### src/rtl/reaction_ms_counter_pkg.sv
// Shared encodings for the reaction-time millisecond counter.
// Covers the flag values from the main control logic, the state set and the BCD geometry.
package reaction_ms_counter_pkg;

  localparam logic [1:0] CF_CLEAR = 2'b00;
  localparam logic [1:0] CF_STOP  = 2'b01;
  localparam logic [1:0] CF_START = 2'b10;

  localparam int BCD_DIGIT_W = 4;
  localparam int BCD_DIGITS  = 4;
  localparam int BCD_W       = BCD_DIGIT_W * BCD_DIGITS;

  localparam logic [BCD_W-1:0] BCD_MAX = 16'h9999;

  typedef enum logic [1:0] {
    ST_IDLE = 2'd0,
    ST_RUN  = 2'd1,
    ST_HOLD = 2'd2
  } state_t;

endpackage

### src/rtl/reaction_ms_counter_if.sv
// Bundle between the main control logic (master) and the ms counter (slave).
// The display driver also taps the result signals carried here.
interface reaction_ms_counter_if;
  import reaction_ms_counter_pkg::*;

  logic [1:0]       counter_flag;
  logic             error_flag;
  logic [BCD_W-1:0] count_bcd;
  logic             running;
  logic             result_valid;
  logic             overflow;
  logic [BCD_W-1:0] best_bcd;
  logic             best_valid;

  modport master (
    output counter_flag, error_flag,
    input  count_bcd, running, result_valid, overflow, best_bcd, best_valid
  );

  modport slave (
    input  counter_flag, error_flag,
    output count_bcd, running, result_valid, overflow, best_bcd, best_valid
  );

endinterface

### src/rtl/reaction_ms_counter_bcd_digit_counter.sv
// One decimal decade: counts 0..9 on en, zeroes synchronously on clr.
// co is high when this decade wraps, so decades chain into a ripple counter.
module reaction_ms_counter_bcd_digit_counter
  import reaction_ms_counter_pkg::*;
(
  input  logic                   clk_50M,
  input  logic                   rst_n,
  input  logic                   clr,
  input  logic                   en,
  output logic [BCD_DIGIT_W-1:0] digit,
  output logic                   co
);

  logic [BCD_DIGIT_W-1:0] digit_d, digit_q;

  always_comb begin
    digit_d = digit_q;
    if (clr) begin
      digit_d = '0;
    end else if (en) begin
      digit_d = (digit_q == BCD_DIGIT_W'(9)) ? '0 : digit_q + 1'b1;
    end
  end

  always_ff @(posedge clk_50M or negedge rst_n) begin
    if (!rst_n) begin
      digit_q <= '0;
    end else begin
      digit_q <= digit_d;
    end
  end

  assign digit = digit_q;
  assign co    = en && (digit_q == BCD_DIGIT_W'(9));

endmodule

### src/rtl/reaction_ms_counter.sv
// Reaction-time counter: counts ms in BCD while RUN, holds on stop, and keeps
// the shortest error-free, non-saturated result until reset.
module reaction_ms_counter
  import reaction_ms_counter_pkg::*;
#(
  parameter int CLK_HZ  = 50000000,
  parameter int TICK_HZ = 1000
) (
  input  logic                  clk_50M,
  input  logic                  rst_n,
  reaction_ms_counter_if.slave  bus
);

  localparam int               TICK_DIV = CLK_HZ / TICK_HZ;
  localparam int               PRE_W    = (TICK_DIV > 1) ? $clog2(TICK_DIV) : 1;
  localparam logic [PRE_W-1:0] PRE_LAST = PRE_W'(TICK_DIV - 1);

  state_t           state_q, state_d;
  logic [PRE_W-1:0] presc_q, presc_d;
  logic             overflow_q, overflow_d;
  logic [BCD_W-1:0] best_q, best_d;
  logic             best_valid_q, best_valid_d;

  logic [BCD_W-1:0]    count;
  logic [BCD_DIGITS:0] carry;
  logic                enter_run, stay_run, stop_run, clr_count, at_max, tick;
  logic                running, result_valid;
  logic                unused_carry;

  always_ff @(posedge clk_50M or negedge rst_n) begin
    if (!rst_n) begin
      state_q <= ST_IDLE;
    end else begin
      state_q <= state_d;
    end
  end

  always_comb begin
    state_d = state_q;
    unique case (state_q)
      ST_IDLE: begin
        if (bus.counter_flag == CF_START)     state_d = ST_RUN;
        else if (bus.counter_flag == CF_STOP) state_d = ST_HOLD;
      end
      ST_RUN: begin
        if (bus.counter_flag == CF_STOP)       state_d = ST_HOLD;
        else if (bus.counter_flag == CF_CLEAR) state_d = ST_IDLE;
      end
      ST_HOLD: begin
        if (bus.counter_flag == CF_START)      state_d = ST_RUN;
        else if (bus.counter_flag == CF_CLEAR) state_d = ST_IDLE;
      end
      default: state_d = ST_IDLE;
    endcase
  end

  always_comb begin
    running      = (state_q == ST_RUN);
    result_valid = (state_q == ST_HOLD);
  end

  // A tick on the stop edge is discarded because stay_run is low there.
  always_comb begin
    enter_run = (state_d == ST_RUN) && (state_q != ST_RUN);
    stay_run  = (state_d == ST_RUN) && (state_q == ST_RUN);
    stop_run  = (state_d == ST_HOLD) && (state_q == ST_RUN);
    clr_count = enter_run || (state_d == ST_IDLE);
    at_max    = (count == BCD_MAX);
    tick      = stay_run && !overflow_q && (presc_q == PRE_LAST);

    presc_d    = presc_q;
    overflow_d = overflow_q;
    if (clr_count) begin
      presc_d    = '0;
      overflow_d = 1'b0;
    end else if (stay_run && !overflow_q) begin
      if (presc_q == PRE_LAST) begin
        if (at_max) overflow_d = 1'b1;
        else        presc_d    = '0;
      end else begin
        presc_d = presc_q + 1'b1;
      end
    end

    // BCD digits order the same way as plain binary, so a 16-bit compare suffices.
    best_d       = best_q;
    best_valid_d = best_valid_q;
    if (stop_run && !bus.error_flag && !overflow_q &&
        (!best_valid_q || (count < best_q))) begin
      best_d       = count;
      best_valid_d = 1'b1;
    end
  end

  always_ff @(posedge clk_50M or negedge rst_n) begin
    if (!rst_n) begin
      presc_q      <= '0;
      overflow_q   <= 1'b0;
      best_q       <= '0;
      best_valid_q <= 1'b0;
    end else begin
      presc_q      <= presc_d;
      overflow_q   <= overflow_d;
      best_q       <= best_d;
      best_valid_q <= best_valid_d;
    end
  end

  assign carry[0] = tick && !at_max;

  for (genvar i = 0; i < BCD_DIGITS; i++) begin : g_digit
    reaction_ms_counter_bcd_digit_counter u_digit (
      .clk_50M (clk_50M),
      .rst_n   (rst_n),
      .clr     (clr_count),
      .en      (carry[i]),
      .digit   (count[i*BCD_DIGIT_W +: BCD_DIGIT_W]),
      .co      (carry[i+1])
    );
  end

  // Top-level carry can never fire: saturation blocks the 9999 -> 0000 wrap.
  assign unused_carry = carry[BCD_DIGITS];

  assign bus.count_bcd    = count;
  assign bus.running      = running;
  assign bus.result_valid = result_valid;
  assign bus.overflow     = overflow_q;
  assign bus.best_bcd     = best_q;
  assign bus.best_valid   = best_valid_q;

endmodule

### src/flat_wrapper.sv
// flat-port wrapper written by rule: the top's interface ports become plain ports
module reaction_ms_counter_flat import reaction_ms_counter_pkg::*;
#(
  parameter int CLK_HZ  = 50000000,
  parameter int TICK_HZ = 1000
)
  (clk_50M, rst_n, bus_counter_flag, bus_error_flag, bus_count_bcd, bus_running, bus_result_valid, bus_overflow, bus_best_bcd, bus_best_valid);
  reaction_ms_counter_if bus_i ();
  input  logic clk_50M;
  input  logic rst_n;
  input wire logic [$bits(bus_i.counter_flag)-1:0] bus_counter_flag;
  input wire logic [$bits(bus_i.error_flag)-1:0] bus_error_flag;
  output wire logic [$bits(bus_i.count_bcd)-1:0] bus_count_bcd;
  output wire logic [$bits(bus_i.running)-1:0] bus_running;
  output wire logic [$bits(bus_i.result_valid)-1:0] bus_result_valid;
  output wire logic [$bits(bus_i.overflow)-1:0] bus_overflow;
  output wire logic [$bits(bus_i.best_bcd)-1:0] bus_best_bcd;
  output wire logic [$bits(bus_i.best_valid)-1:0] bus_best_valid;
  assign bus_i.counter_flag = bus_counter_flag;
  assign bus_i.error_flag = bus_error_flag;
  assign bus_count_bcd = bus_i.count_bcd;
  assign bus_running = bus_i.running;
  assign bus_result_valid = bus_i.result_valid;
  assign bus_overflow = bus_i.overflow;
  assign bus_best_bcd = bus_i.best_bcd;
  assign bus_best_valid = bus_i.best_valid;
  reaction_ms_counter #(.CLK_HZ(CLK_HZ), .TICK_HZ(TICK_HZ)) u_core (.clk_50M(clk_50M), .rst_n(rst_n), .bus(bus_i));
endmodule
### config.mk
export PLATFORM = sky130hd
export DESIGN_NAME = reaction_ms_counter_flat
export DESIGN_NICKNAME = d
export VERILOG_FILES = /design/src/rtl/reaction_ms_counter_pkg.sv /design/src/rtl/reaction_ms_counter_if.sv /design/src/rtl/reaction_ms_counter_bcd_digit_counter.sv /design/src/rtl/reaction_ms_counter.sv /design/src/flat_wrapper.sv
export SDC_FILE = /design/constraint.sdc
export NUM_CORES = 1
export LEC_CHECK = 0
export ABC_AREA = 1
export CAP_MARGIN = 20
export CELL_PAD_IN_SITES_DETAIL_PLACEMENT = 0
export CELL_PAD_IN_SITES_GLOBAL_PLACEMENT = 1
export CORE_ASPECT_RATIO = 1.2
export CORE_MARGIN = 1.5
export CORE_UTILIZATION = 41
export CTS_CLUSTER_DIAMETER = 50
export CTS_CLUSTER_SIZE = 14
export DETAILED_ROUTE_END_ITERATION = 7
export PLACE_DENSITY = 0.87
export REMOVE_ABC_BUFFERS = 1
export SYNTH_ARGS = -nofsm -noshare
export SYNTH_HDL_FRONTEND = slang
export SYNTH_SLANG_ARGS = --single-unit
### constraint.sdc
create_clock -name clk_50M -period 2.36 [get_ports clk_50M]
set_input_delay 0.59 -clock clk_50M [delete_from_list [all_inputs] [get_ports clk_50M]]
set_output_delay 0.59 -clock clk_50M [all_outputs]
set_load 0.05 [all_outputs]
After elaboration in Yosys (flattened, before gate mapping)

Index checks and enable logic that the tools add are counted.
W data, S select, Z words.

Register bits after elaboration: 52
Bits in latches: 0
Bits in writable memories: 0
Bits in read-only memories: 0
Input bits: 5
Output and inout port bits: 36
Word-level logic and storage cells: 85
Memories kept: 0

Add/sub/neg operators: 5
Multipliers: 0
Divide/modulo/power cells: 0
$lt $le $gt $ge: 1
Equal/unequal tests: 14
Shift-type cells: 0
Muxes and demuxes: 26
Bitwise logic cells: 0
Reductions and logical operators: 30

Operators by type and width:

| operator                | number |
|---|---|
| $mux W16                | 4 |
| $mux W4                 | 12 |
| $eq A16 B16 Y1 const B  | 2 |
| $add A16 B1 Y16 const B | 1 |
| $add A4 B1 Y4 const B   | 4 |
| $eq A4 B4 Y1 const B    | 4 |
| $lt A16 B16 Y1          | 1 |
| $reduce_bool A2 Y1      | 7 |
| $logic_and A1 B1 Y1     | 12 |
| $mux W2                 | 5 |
| $eq A2 B1 Y1 const B    | 3 |
| $eq A2 B2 Y1 const B    | 3 |
| $logic_not A2 Y1        | 3 |
| $pmux W2 S3             | 1 |
| $logic_not A1 Y1        | 4 |
| $mux W1                 | 4 |
| $ne A3 B2 Y1 const B    | 1 |
| $reduce_and A3 Y1       | 1 |
| $logic_or A1 B1 Y1      | 2 |
| $ne A2 B1 Y1 const B    | 1 |
| $reduce_and A2 Y1       | 1 |

Depth between registers and ports, before layout

Gate-level depths: netlist of the first run.

Depth after elaboration: 14
Mapped depth: 15
Depth with buffers taken out: 14

Cells and area by module

Synthesis of the first run repeated with hierarchy kept, for this count alone.

Cells, all modules: 492
Area, all modules: 3460.8 um2

By module, submodules not included:

| module                                | times used | cells each | area each (um2) | seq. area each (um2) |
|---|---|---|---|---|
| reaction_ms_counter                   | 1          | 332        | 2399.8          | 900.9 |
| reaction_ms_counter_bcd_digit_counter | 4          | 40         | 265.3           | 100.1 |

Worst setup path after synthesis of the first run

No wires, ideal clock.

Path kind: register -> register
From: register u_core.g_digit[1].u_digit.digit_q[1]
To: register u_core.best_q[0], in the netlist u_core.bus.best_bcd[0]
Library setup time: 119 ps
Arrival time: 2022 ps
Data required time: 2241 ps
Slack: 219 ps
Stages on the path, launching flop included: 13
Buffers on the path: 1
Period minus slack after synthesis: 2141 ps
Path through: dfrtp_1 -> ha_1 -> a21oi_1 -> nor2_1 -> nor3_1 -> nand2_1 -> nand2_1 -> nand2_1 -> nand2_1 -> nand2_2 -> buf_4 -> nand2_1 -> nand2_1

Cells in the longest elaborated chain, start to end: 3

Ends and longest elaborated chain:

| item                   | line                                        | source |
|---|---|---|
| start, declared        | reaction_ms_counter_bcd_digit_counter.sv:14 | `logic [BCD_DIGIT_W-1:0] digit_d, digit_q;` |
| start signal, assigned | reaction_ms_counter_bcd_digit_counter.sv:29 | `digit_q <= digit_d;` |
| $lt A16 B16 Y1         | reaction_ms_counter.sv:89                   | `(!best_valid_q \|\| (count < best_q))) begin` |
| $logic_or A1 B1 Y1     | reaction_ms_counter.sv:89                   |  |
| $logic_and A1 B1 Y1    | reaction_ms_counter.sv:88                   | `if (stop_run && !bus.error_flag && !overflow_q &&` |
| end signal, assigned   | reaction_ms_counter.sv:104                  | `best_q <= best_d;` |
| end, declared          | reaction_ms_counter.sv:21                   | `logic [BCD_W-1:0] best_q, best_d;` |

No other way between the ends.
A chain may end at the register's enable or synchronous reset.

Worst setup path after layout of the first run

From: register u_core.g_digit[3].u_digit.digit_q[0]
To: output bus_count_bcd[12]

RTL lines:

| item                   | line                                        | source |
|---|---|---|
| start, declared        | reaction_ms_counter_bcd_digit_counter.sv:14 |  |
| start signal, assigned | reaction_ms_counter_bcd_digit_counter.sv:29 |  |
| end, declared          | flat_wrapper.sv:13                          | `output wire logic [$bits(bus_i.count_bcd)-1:0] bus_count_bcd;` |

No word-level cell between the ends.

==> reports/metrics.yaml, run 1 <==
timing:
  setup_violations: 0
  min_period_over_period_pct: 97.3
  hold_viol_final: 0
  worstMarginPinSlew_ns: 0.513
  fmaxAchievable_mhz: 436
  maxSlewHeadroom_pct: 65.7
  timing.hold.ws_ns: 0.219
  tns_ns: 0
  period_minus_slack_ns: 2.30
  fin_skew_ns: 0.0109
  slew_viol_final: 0
  rsz0062_at_grt: "no"
synthesis:
  synth-seq-cells: 52
  synth_edf_count: 0
  synth_top_area_cell: "dfrtp_1"
  synth_top_area_share_pct: 39.4
  async_reset_ff_share_pct: 100
  ys_top_cells_by_area: "dfrtp_1 (39%), nand2_1 (13%), ha_1 (9.1%)"
  synthDistinctLibCells: 37
  yosys_warnings: 0
  synth_ff_type: "dfrtp_1"
  yosysSeqAreaShare_pct: 39.4
  synth_area_sq_um: 3300
  syn_avg_cell_area_sq_um: 7.74
  syn_inst: 427
cts:
  clock_path_buffers: 2
  clock_sinks: 52
  cts_hold_buf: 0
  tritoncts: "yes"
  cts_buffers: 5
  h-tree-depth: 2
  cts_setup_buffers: 0
  cts-root-buf: "clkbuf_8"
  path_clk_slew_ns: 0.11
  clk_latency_ns: 0.31
critical_path:
  critPathMaxFanout: 8
  cp-startpoint: "u_core.g_digit[3].u_digit.digit[0]"
  critPathTopFamily: "buffers and inverters"
  cp.arrival_ns: 1.71
  cp_cell_sequence: "clkdlybuf4s50_1"
  required_ns: 1.77
  r2r_setup_slack_ns: 0.32
  rr_worst_depth: 10
  endpoint_kind: "primary output"
  slowest_delay_ns: 0.87
  worst_path_max_delay_cell: "clkdlybuf4s50_1"
  critPathBufInv: 1
  r2r_start: "u_core.presc_q[0]"
  rr_endpoint: "u_core.g_digit[3].u_digit.digit[1]"
  crit_type: "reg -> out"
  start_kind: "flop"
detailed_routing:
  drc: 7
  dr.pass1.iters: 8
  num_vias: 2927
  wl_per_cell_microns: 13.2
  detailedRoute.firstIterationViolations: 194
  totalWireLength_mm: 7.51
  ant_nets: 0
  routed_via_density: 5.14
cells_and_area:
  synthToLayoutAreaGrowth_pct: 19.2
  final_cell_mix: "nand2_1 (111), inv_1 (52), dfrtp_1 (52)"
  drive_gt1_share_pct: 10.0
  mostFrequentLayoutCell: "nand2_1"
  final_area_sq_um: 3940
  n_antenna_cell: 0
  fin_nets: 506
pwr:
  total_switching_power_uw: 838
  power_uw: 2220
  seqPwrFrac_pct: 45.0
  swShare_pct: 37.7
  clkPwrFrac_pct: 23.7
  irDropWorstVdd_mv: 0.241
  power.leakage_uw: 0.00184
  comb_power_share_pct: 31.3
  internal_power_uw: 1380
  powerDensity_nw_per_um2: 564
global_route:
  grt_pass1_vias: 2828
  grt_overflow: 0
  grt_pass1_wl_mm: 12.9
  grt_max_degree: 34
  grt_use_total_pct: 18.5
  antenna_found_initial: 0
placed_design:
  place_congestion: 0.872
  dpl_cell_area_sq_um: 3850
  dp_hpwl_mm: 5.73
  io_buffers: 40
flow_run:
  drv_cap: 0
floorplan:
  die_area_sq_um: 8610
  io_pins: 41
  dieHeight_microns: 101
  start_util_pct: 42.6
  die_w_microns: 85.0
  core_sq_um: 7750
  std_cell_rows: 35
run_status:
  violations: "DRC"
  status: "complete, but fails checks"
hold_path:
  hold_path.class: "in -> async"
==> cell type report <==
| class | count | area [sq um] |
|---|---|---|
| multi-input combinational | 310 | 1730 |
| inverter | 57 | 215 |
| sequential | 52 | 1300 |
| clock inverter | 2 | 16.3 |
| fill | 747 | 3810 |
| timing repair buffer | 51 | 487 |
| tap | 92 | 115 |
| clock buffer | 6 | 72.6 |
==> power by group through the flow <==
stage | combinational, uW | sequential [uW] | clock (uW)
after global routing | 763 | 1010 | 579
after detailed placement | 705 | 1020 | 0
after floorplan | 287 | 1160 | 0
final | 696 | 1000 | 526
after global placement | 693 | 1020 | 0
after CTS | 706 | 1000 | 546
==> worst max path at each step <==
| stage | slack, ns | endpoint | cells past startpoint |
|---|---|---|---|
| 5_1_grt | 0.006 | bus_count_bcd[14] | 1 |
| 4_1_cts | 0.05 | bus_count_bcd[14] | 1 |
| 2_1_floorplan | 0.1 | u_core.bus.best_bcd[0] | 11 |
| 3_3_place_gp | 0.09 | u_core.presc_q[14] | 9 |
| 3_5_place_dp | 0.03 | u_core.presc_q[2] | 9 |
| 6_report | 0.06 | bus_count_bcd[12] | 1 |
==> sequential cells by signal (all words and copies together) (netlist names) <==
name                          cells
u_core.g_digit.u_digit.digit     16
u_core.bus.overflow               1
u_core.bus.best_bcd              16
u_core.bus.best_valid             1
u_core.state_q                    2
u_core.presc_q                   16
==> what timing repair did <==
action                                 4_1_cts  5_1_grt
gates resized for setup                      1        0
endpoints found under the hold margin        0        0
setup endpoints to repair                    1        0
==> layer usage <==
metal / routed length (microns) / share of wire (%) / global-route usage [%] / vias up
met5: 0 / 0 / 0 / -
met4: 94 / 1.3 / 5.17 / 0
met3: 158 / 2.1 / 2.36 / 8
met2: 3850 / 51 / 33.0 / 38
met1: 3400 / 45 / 23.4 / 1378
li1: - / - / - / 1503
==> through the flow <==
stage / util, % / instances / setup slack (ns)
floorplan: - / 419 / 0.0995
global placement: 49.7 / 562 / 0.0852
detailed placement: 49.7 / 562 / 0.0349
CTS: 50.8 / 570 / 0.0477
global route: 50.8 / 570 / 0.00627
finish: 50.8 / 570 / 0.0644
==> cells by family after synthesis <==
logic type	count (synthesis)	synth area share (%)
and+or+nand+nor	231	32.6
buffers and inverters	65	8.22
DFF	52	39.4
AOI/OAI and AO/OA	47	8.56
adders and majority gates	24	9.09
xor gates and xnor gates	8	2.12
==> cells in the mapped netlist, types with 4 or more instances <==
library cell,count
dfrtp_1,52
xor2_1,7
nand2_1,111
a21oi_1,11
nor2_2,6
nand3_1,50
nor2_1,24
nand4_1,12
inv_1,52
ha_1,24
o21ai_0,16
nor3_1,11
inv_2,4
o21ai_1,8
Note: power is estimated with default switching activity, not from simulation.
==> run 2: changes to the inputs <==
CORE_ASPECT_RATIO = 0.8   (was 1.2)
==> run 2 against run 1 <==
  * Maximum frequency up 0.83%
  * The run now ends clean
  * Largest cell class unchanged
  * Count of clock-buffer cells in the layout up 1
  * Hold slack better by 0.049 ns
  * Highest routed layer unchanged
  * First-iteration DRC count down 4.1%
  * Non-clock buffer count down 1
  * Critical path depth unchanged
  * Register-to-register slack worse by 0.05 ns
  * Critical path type unchanged
  * Routed wire length down 0.23%
==> reports/metrics.yaml, run 2 (synthesis results as in run 1) <==
global_route:
  grt_use_total_pct: 18.9
  grt_max_degree: 29
  antenna_found_initial: 0
  grt_pass1_vias: 2706
  grt_pass1_wl_mm: 13.0
  grt_overflow: 0
pwr:
  powerDensity_nw_per_um2: 564
  irDropWorstVdd_mv: 0.410
  power.leakage_uw: 0.00189
  internal_power_uw: 1400
  total_switching_power_uw: 843
  comb_power_share_pct: 31.1
  swShare_pct: 37.6
  seqPwrFrac_pct: 44.6
  clkPwrFrac_pct: 24.3
hold_path:
  hold_path.class: "in -> async"
run_status:
  status: "finished clean"
cts:
  cts_resized: 0
  clock_path_buffers: 2
  tritoncts: "yes"
  path_clk_slew_ns: 0.10
  clock_sinks: 52
  cts_setup_buffers: 0
  cts_buffers: 5
  cts_hold_buf: 0
  h-tree-depth: 2
  clk_latency_ns: 0.31
  cts-root-buf: "clkbuf_8"
critical_path:
  required_ns: 1.77
  critPathTopFamily: "buffers and inverters"
  critPathBufInv: 1
  worst_path_max_delay_cell: "clkdlybuf4s50_1"
  crit_type: "reg -> out"
  slowest_delay_ns: 0.86
  endpoint_kind: "primary output"
  cp.arrival_ns: 1.69
  start_kind: "flop"
  cp_cell_sequence: "clkdlybuf4s50_1"
  critPathMaxFanout: 8
placed_design:
  dp_hpwl_mm: 5.56
  dpl_cell_area_sq_um: 3880
  place_congestion: 0.860
  dp.cells: 577
  io_buffers: 40
cells_and_area:
  final_area_sq_um: 3980
  fin_nets: 505
  n_antenna_cell: 0
  final_cell_mix: "nand2_1 (111), inv_1 (52), dfrtp_1 (52)"
  fillers: 770
  mostFrequentLayoutCell: "nand2_1"
  fin_cells: 585
  drive_gt1_share_pct: 9.85
  synthToLayoutAreaGrowth_pct: 20.5
timing:
  setup_violations: 0
  slew_viol_final: 0
  worstMarginPinSlew_ns: 0.593
  min_period_over_period_pct: 96.5
  period_minus_slack_ns: 2.28
  tns_ns: 0
  maxSlewHeadroom_pct: 60.4
  rsz0062_at_grt: "no"
  hold_viol_final: 0
  fmaxAchievable_mhz: 439
  fin_skew_ns: 0.00974
detailed_routing:
  wl_per_cell_microns: 12.8
  num_vias: 2897
  detailedRoute.firstIterationViolations: 186
  routed_via_density: 4.95
  drc: 0
  ant_nets: 0
  totalWireLength_mm: 7.49
  dr.pass1.iters: 4
floorplan:
  std_cell_rows: 29
  start_util_pct: 42.0
  die_w_microns: 103
  die_area_sq_um: 8610
  io_pins: 41
  dieHeight_microns: 83.3
  core_sq_um: 7870
flow_run:
  drv_cap: 0
-- run 2: cell types whose count changed in the layout (fill, tap and decap cells not counted) --
cell / previous run / this run
dlygate4sd2_1: 1 / 0
buf_4: 11 / 9
clkinv_4: 1 / 0
dlymetal6s2s_1: 0 / 3
nand2_2: 3 / 2
clkdlybuf4s50_1: 37 / 35
buf_12: 1 / 2
clkbuf_8: 5 / 6
nand2_4: 2 / 3
-- run 2: final cells by class --
class | count | area (sq um) | share of cell area, %
clock buffer | 7 | 86.3 | 2.17
clock inverter | 1 | 7.51 | 0.189
multi-input combinational | 310 | 1740 | 43.6
tap | 108 | 135 | 3.39
sequential | 52 | 1300 | 32.7
inverter | 57 | 215 | 5.40
timing repair buffer | 50 | 500 | 12.6
-- run 2: metal layers --
layer  share of wire (%)  routed length [microns]  track usage (%)
met4                0.83                       62             4.91
met5                   0                        0                0
met3                 4.6                      343             4.04
met2                  42                     3110             26.9
met1                  53                     3970             28.8
-- run 2: path summary, 6_finish.rpt --
kind | start | depth (start not counted) | slack, ns | to
max reg2reg | u_core.g_digit[1].u_digit.digit[1] | 11 | 0.27 | u_core.bus.best_bcd[3]
max in group asynchronous | rst_n | 2 | 1.53 | u_core.presc_q[12]
min reg2reg | u_core.state_q[0] | 1 | 0.47 | u_core.state_q[0]
min | rst_n | 1 | 0.27 | u_core.bus.best_bcd[9]
min in group clk_50M | u_core.state_q[0] | 1 | 0.47 | u_core.state_q[0]
max | u_core.g_digit[0].u_digit.digit[2] | 1 | 0.08 | bus_count_bcd[2]
-- run 2: power by group through the flow --
stage               combinational, uW  sequential, uW  clock [uW]
floorplan                         287            1160           0
global route                      759            1010         607
detailed placement                691            1020           0
global placement                  683            1020           0
CTS                               693            1000         571
finish                            698            1000         545
-- run 2: per-stage QoR --
stage	worst slack (ns)	hold WS (ns)	power [uW]	util, %
after global placement	0.0400	0.465	1700	49.2
after floorplan	0.0995	0.294	1450	-
after CTS	0.00866	0.289	2270	50.4
final	0.0834	0.268	2250	50.6
after global routing	0.00709	0.298	2380	50.6
after detailed placement	-0.0174	0.457	1710	49.2
==> run 3: changes to the inputs <==
PLACE_DENSITY = 0.8   (was 0.87)
==> run 3 against run 2 <==
  * Combinational power shrank 0.9%
  * Critical endpoint is now bus_count_bcd[12]
  * Worst setup slack worse by 0.013 ns
  * Hold slack got worse by 0.0021 ns
  * Routed wire length rose by 1.3%
  * Maximum frequency is 0.58% lower
  * Global-route usage up 0.15 points
  * Critical path type unchanged
  * Clock power up 0.7%
  * Final cell count is the same
==> reports/metrics.yaml, run 3 (synthesis results as in run 1) <==
run_status:
  status: "finished clean"
critical_path:
  required_ns: 1.77
  cp.arrival_ns: 1.70
  cp_cell_sequence: "clkdlybuf4s50_1"
  r2r_setup_slack_ns: 0.31
  start_kind: "flop"
  critPathTopFamily: "buffers and inverters"
  endpoint_kind: "primary output"
  crit_type: "reg -> out"
  worst_path_max_delay_cell: "clkdlybuf4s50_1"
  critPathMaxFanout: 8
  critPathBufInv: 1
  slowest_delay_ns: 0.87
cts:
  cts_buffers: 5
  clock_path_buffers: 2
  clk_latency_ns: 0.30
  path_clk_slew_ns: 0.09
  cts-root-buf: "clkbuf_8"
  h-tree-depth: 2
  clock_sinks: 52
  cts_hold_buf: 0
  tritoncts: "yes"
  cts_setup_buffers: 0
detailed_routing:
  totalWireLength_mm: 7.59
  wl_per_cell_microns: 13.0
  ant_nets: 0
  dr.pass1.iters: 4
  num_vias: 2885
  detailedRoute.firstIterationViolations: 117
  wl_met3_microns: 299
  wl_met2_mm: 3.23
  wl_met1_mm: 4.00
  top_layer: "met4"
  drc: 0
  routed_via_density: 4.93
placed_design:
  dpl_cell_area_sq_um: 3880
  place_congestion: 0.850
  io_buffers: 40
  dp_hpwl_mm: 5.71
  dp.cells: 578
timing:
  min_period_over_period_pct: 97.0
  setup_violations: 0
  period_minus_slack_ns: 2.29
  maxSlewHeadroom_pct: 65.1
  tns_ns: 0
  rsz0062_at_grt: "no"
  fin_skew_ns: 0.0133
  slew_viol_final: 0
  worstMarginPinSlew_ns: 0.522
  hold_viol_final: 0
  fmaxAchievable_mhz: 437
  timing.hold.ws_ns: 0.266
hold_path:
  hold_path.class: "in -> async"
flow_run:
  drv_cap: 0
floorplan:
  core_sq_um: 7870
  die_area_sq_um: 8610
  die_w_microns: 103
  io_pins: 41
  std_cell_rows: 29
  dieHeight_microns: 83.3
  start_util_pct: 42.0
cells_and_area:
  fin_nets: 506
  fin_cells: 585
  n_antenna_cell: 0
  final_area_sq_um: 3990
  synthToLayoutAreaGrowth_pct: 20.7
  drive_gt1_share_pct: 10.1
  final_cell_mix: "nand2_1 (111), inv_1 (52), dfrtp_1 (52)"
  mostFrequentLayoutCell: "nand2_1"
global_route:
  grt_max_degree: 53
  grt_overflow: 0
  grt_use_total_pct: 19.0
  grt_pass1_wl_mm: 13.1
  grt_pass1_vias: 2798
  antenna_found_initial: 0
pwr:
  power.leakage_uw: 0.00189
  powerDensity_nw_per_um2: 562
  irDropWorstVdd_mv: 0.344
-- run 3: routing by layer --
layer / vias up / global-route usage (%)
met5: - / 0
met4: 0 / 4.42
met3: 6 / 3.45
met2: 51 / 28.2
met1: 1334 / 28.6
li1: 1494 / -
-- run 3: metrics by stage --
step                util (%)  power, uW  setup slack, ns
finish                  50.7       2240           0.0701
global route            50.7       2380           0.0111
CTS                     50.5       2260           0.0356
detailed placement      49.3       1710           0.0215
global placement        49.3       1700           0.0873
floorplan                  -       1450           0.0995
-- run 3: final cells by class --
class                   count  area [sq um]
clock buffers               7          96.3
inverters                  57           215
well taps                 108           135
fillers                   791          3880
repair buffers             51           505
flip-flops and latches     52          1300
multi-input cells         310          1740
-- run 3: final timing paths --
kind,from,end,cells after the start
max in group asynchronous,rst_n,u_core.g_digit[0].u_digit.digit[3],2
max,u_core.g_digit[3].u_digit.digit[0],bus_count_bcd[12],1
min,rst_n,u_core.bus.best_bcd[8],2
min in group clk_50M,u_core.state_q[0],u_core.state_q[0],1
min reg2reg,u_core.state_q[0],u_core.state_q[0],1
max reg2reg,u_core.g_digit[2].u_digit.digit[0],u_core.g_digit[2].u_digit.digit[0],11
-- run 3: where the power goes --
group          total (uW)  leakage (uW)  internal, uW  switching, uW
clock network         549     0.0000503           262            287
logic                 692       0.00112           228            464
registers            1000      0.000715           938           62.6
-- run 3: what timing repair did --
item                                   in CTS  in global routing
endpoints found under the hold margin       0                  0
resized for setup                           0                  3
setup endpoints to repair                   0                  7
